**config.mk**
```make
export PLATFORM = sky130hd
export DESIGN_NAME = in_reg_bank
export DESIGN_NICKNAME = d
export VERILOG_FILES = /design/src/rtl/in_reg_bank.sv
export SDC_FILE = /design/constraint.sdc
export NUM_CORES = 1
export LEC_CHECK = 0
export ABC_AREA = 1
export BUFFER_PORTS_ARGS = -buffer_cell sky130_fd_sc_hd__buf_2
export CORE_ASPECT_RATIO = 1.1
export CORE_UTILIZATION = 46
export DETAILED_ROUTE_END_ITERATION = 8
export PLACE_DENSITY = 0.74
export SETUP_SLACK_MARGIN = 0.4
export SLEW_MARGIN = 10
export SYNTH_ARGS = -nofsm -noshare
export SYNTH_HDL_FRONTEND = slang
export SYNTH_SLANG_ARGS = --single-unit
```
**constraint.sdc**
```tcl
create_clock -name clk -period 0.98 [get_ports clk]
set_clock_uncertainty 0.15 [all_clocks]
set_input_delay 0.147 -clock clk [delete_from_list [all_inputs] [get_ports clk]]
set_output_delay 0.147 -clock clk [all_outputs]
set_load 0.02 [all_outputs]
```
**src/rtl/in_reg_bank.sv**
```systemverilog
// in_reg_bank: multi-channel pad input capture with synchroniser, global hold, per-channel bypass
// and registered rise/fall pulses. Define IN_REG_BANK_FILTER_EN to build the per-channel glitch filter.
module in_reg_bank #(
    parameter int   WIDTH       = 8,
    parameter int   SYNC_STAGES = 2,
    parameter int   FILT_CYCLES = 4,
    parameter logic RST_VAL     = 1'b0
) (
    input  logic             clk,
    input  logic             rst_n,
    input  logic [WIDTH-1:0] data_in,
    input  logic [WIDTH-1:0] sel,
    input  logic             hold,
    output logic [WIDTH-1:0] data_out,
    output logic [WIDTH-1:0] rise,
    output logic [WIDTH-1:0] fall,
    output logic             valid
);
    localparam logic [WIDTH-1:0] RST_WORD = {WIDTH{RST_VAL}};
    localparam int               VALID_AT = SYNC_STAGES + 1;
    localparam int               VCNT_W   = $clog2(VALID_AT + 1);

    if (WIDTH < 1 || WIDTH > 64 || SYNC_STAGES < 1 || SYNC_STAGES > 4 ||
        FILT_CYCLES < 1 || FILT_CYCLES > 15) begin : g_bad_param
        $error("in_reg_bank: parameter out of range");
    end

    logic [SYNC_STAGES-1:0][WIDTH-1:0] sync_q;
    logic [WIDTH-1:0]                  s;
    logic [WIDTH-1:0]                  q;
    logic [WIDTH-1:0]                  q_next;
    logic [VCNT_W-1:0]                 vcnt;

    assign s = sync_q[SYNC_STAGES-1];

    // NOTE: non-blocking assignments make every stage sample its neighbour's pre-edge value,
    // so the chain shifts by exactly one stage per edge regardless of statement order.
    always_ff @(posedge clk or negedge rst_n) begin
        if (!rst_n) begin
            sync_q <= {SYNC_STAGES{RST_WORD}};
        end else if (!hold) begin
            sync_q[0] <= data_in;
            for (int k = 1; k < SYNC_STAGES; k++) begin
                sync_q[k] <= sync_q[k-1];
            end
        end
    end

`ifdef IN_REG_BANK_FILTER_EN
    localparam logic [3:0] CNT_MAX = 4'(FILT_CYCLES - 1);

    logic [WIDTH-1:0][3:0] cnt;
    logic [WIDTH-1:0][3:0] cnt_next;

    // A new level at s is accepted only after FILT_CYCLES consecutive un-held edges.
    // NOTE: defaults assigned first so no branch leaves an output unassigned (no latch).
    always_comb begin
        q_next   = q;
        cnt_next = cnt;
        for (int i = 0; i < WIDTH; i++) begin
            if (s[i] == q[i]) begin
                cnt_next[i] = '0;
            end else if (cnt[i] < CNT_MAX) begin
                cnt_next[i] = cnt[i] + 4'd1;
            end else begin
                q_next[i]   = s[i];
                cnt_next[i] = '0;
            end
        end
    end

    always_ff @(posedge clk or negedge rst_n) begin
        if (!rst_n) begin
            cnt <= '0;
        end else if (!hold) begin
            cnt <= cnt_next;
        end
    end
`else
    assign q_next = s;
`endif

    // Pulses compare q against the value it loads this edge, so they align with q's first new cycle.
    always_ff @(posedge clk or negedge rst_n) begin
        if (!rst_n) begin
            q    <= RST_WORD;
            rise <= '0;
            fall <= '0;
        end else if (hold) begin
            rise <= '0;
            fall <= '0;
        end else begin
            q    <= q_next;
            rise <= ~q & q_next;
            fall <= q & ~q_next;
        end
    end

    always_ff @(posedge clk or negedge rst_n) begin
        if (!rst_n) begin
            vcnt <= '0;
        end else if (!hold && vcnt != VCNT_W'(VALID_AT)) begin
            vcnt <= vcnt + VCNT_W'(1);
        end
    end

    assign valid    = (vcnt == VCNT_W'(VALID_AT));
    assign data_out = (sel & data_in) | (~sel & q);

endmodule

```
==> impl_metrics.yaml <==
clocking:
  clockBufferDepth: 2
  htree_levels: 2
  numCtsBuffers: 5
  clk-insertion-delay-late_ns: 0.34
  cts_tree: "yes"
  clkSinkCount: 42
  clock-root-buffer: "clkbuf_4"
  path_clk_slew_ns: 0.12
route:
  vias_per_cell: 4.79
  drt_iter0_markers: 30
  drt_wl_total_mm: 3.91
  drtPass1Iterations: 4
  drc: 0
  detail_route.wl_per_cell_um: 13.8
  final_antenna_net_count: 0
  dr_total_vias: 1355
pwr:
  p_per_area_mw_per_mm2: 1630
  p_int_mw: 2.92
  p_seq_share_pct: 49.3
  power_frac_comb_pct: 32.3
  ir_drop_mv: 0.913
  power_switching_share_pct: 31.9
  power.total_mw: 4.29
  leakage_nw: 1.32
  switching_power_mw: 1.37
  clkPwrFrac_pct: 18.5
global_routing:
  grt_first_pass_wirelength_mm: 5.99
  grt_pass1_vias: 1382
  antenna_found_initial: 0
  track_usage_pct: 20.8
  globalRoute.totalOverflow: 0
  grt_max_degree: 43
yosys:
  synth_top_area_share_pct: 62.2
  synth_nets: 181
  synth.distinct_cells: 14
  yosys_warnings: 0
  synth_area_mm2: 0.00169
  synthTopCellsByArea: "dfrtp_1 (62%), nand2_1 (13%), o21ai_2 (4.7%), nand2_4 (4.0%), o21ai_0 (3.3%)"
  synth_area_leader_cell: "dfrtp_1"
  synth-seq-cells: 42
  yosysSeqAreaShare_pct: 62.2
  postSynthCellCount: 161
  syn_area_per_cell_um2: 10.5
timing:
  final.period_utilization_pct: 140
  setup-tns-final_ns: -7.22
  maxSlewHeadroom_pct: 81.4
  period_needed_ns: 1.38
  hold_viol_final: 50
  setup_viol: 37
  rsz0062_at_grt: "true"
  whs_ns: -0.402
  setup_ws_ns: -0.396
  max_slew.worst_pin.slew_ns: 0.279
  drv_slew: 0
  timing.fmax_mhz: 727
critical_path:
  crit_fanout: 2
  cp.required_ns: 0.68
  slowest_delay_ns: 0.40
  ff2ff_path_depth: 4
  critPathBufInv: 2
  startpoint_type: "register"
  cp-end-kind: "primary output"
  r2r_slack_ns: -0.21
  path_delay_family: "flip-flops"
  crit_type: "register to primary output"
  cp_cell_sequence: "inv_2 -> o21ai_4 -> buf_6"
  arrival_ns: 1.08
  cp_slowest_cell: "dfrtp_1"
  r2r_end: "vcnt[1]"
  worst-path-stages: 3
  reg2reg_from: "vcnt[0]"
placement:
  io_buffer_count: 43
  hpwl_mm: 2.19
  placedCellCount: 261
  gp_congestion: 0.719
  pre_cts_ws_ns: -0.0818
  postPlaceCellArea_mm2: 0.00213
cells_and_area:
  final_layout_size_suffix_gt1_share_pct: 60.4
  fin_util_pct: 77.2
  area_growth_syn_to_layout_pct: 55.8
  antennaDiodeCount: 0
  nets: 255
  fin_area_mm2: 0.00263
  instances_no_fill: 283
floorplanning:
  start_util_pct: 49.5
  pin_count: 44
  die_y_um: 65.6
  die_w_um: 59.8
  core_mm2: 0.00341
  fp.dieArea_mm2: 0.00392
  rows: 22
outcome:
  violations: "hold timing, setup timing"
  status: "finished, violations left"
min_path:
  hold_class: "input port to asynchronous set/reset pin"
flow_run:
  maxCapViolations: 0
[kinds of logic after synthesis]
kind of cell | after synthesis | share of synthesized area (%)
AND/OR/NAND/NOR | 81 | 22.1
flip-flops | 42 | 62.2
AO/OA/AOI/OAI | 20 | 7.92
buffers and inverters | 17 | 7.03
adder cells (fa/ha/maj) | 1 | 0.740
[cells in the mapped netlist]
library cell / count
nand2_4: 6
o21ai_0: 11
inv_1: 10
buf_12: 1
dfrtp_1: 42
nor3_1: 8
buf_4: 1
buf_6: 4
nor2_1: 3
inv_6: 1
nor2_2: 6
nand2_1: 58
ha_1: 1
o21ai_2: 9
[state kept, by name (all words and copies together) (netlist names)]
signal  count
sync_q      8
q           8
q_next      8
rise        8
fall        8
vcnt        2
[what timing repair did]
action / CTS / global route
endpoints found under the hold margin: 50 / 50
setup buffers: 9 / 6
gates resized for setup: 81 / 18
endpoints found under the setup margin: 67 / 67
pin swaps: 24 / 8
[cell type report]
class,count,area (um2)
Tap cell,48,60.1
Clock buffer,7,45.0
Multi-Input combinational cell,102,734
Timing Repair Buffer,73,688
Sequential cell,42,1060
Fill cell,245,779
Inverter,11,48.8
[layer usage]
| metal | track usage (%) | up-vias | routed length, um |
|---|---|---|---|
| li1 | - | 650 | - |
| met1 | 24.1 | 673 | 1540 |
| met2 | 37.5 | 30 | 2220 |
| met3 | 5.91 | 2 | 122 |
| met4 | 4.36 | 0 | 27 |
| met5 | 0 | - | 0 |
[power by group through the flow]
stage               Clock (mW)  Sequential (mW)  Combinational, mW
finish                   0.792             2.11               1.38
global route             0.880             2.13               1.50
CTS                      0.818             2.09               1.28
detailed placement           0             2.11              0.940
global placement             0             2.09              0.891
floorplan                    0             2.15              0.542
[layout by cell type (no fill, tap or decap)]
master,synthesis,routed
ha_4,0,1
buf_12,1,1
o21ai_1,0,2
nor2_4,0,5
nor2_2,6,2
inv_1,10,1
nor2_1,3,2
clkbuf_4,0,5
clkbuf_1,0,2
o21ai_2,9,11
o21ai_4,0,7
buf_2,0,18
nand2_4,6,6
buf_6,4,46
inv_8,0,1
nand2_1,58,49
dfrtp_2,0,5
nor3_2,0,4
inv_2,0,9
nand2_2,0,9
nor3_4,0,4
buf_4,1,8
dfrtp_1,42,37
[worst max-delay path by stage]
stage / startpoint / to
floorplan: vcnt[0] / vcnt[0]
global placement: vcnt[1] / valid
detailed placement: vcnt[1] / vcnt[0]
CTS: vcnt[0] / valid
global route: q[5] / data_out[5]
finish: q[0] / data_out[0]
Note: power is estimated with default switching activity, not from simulation.
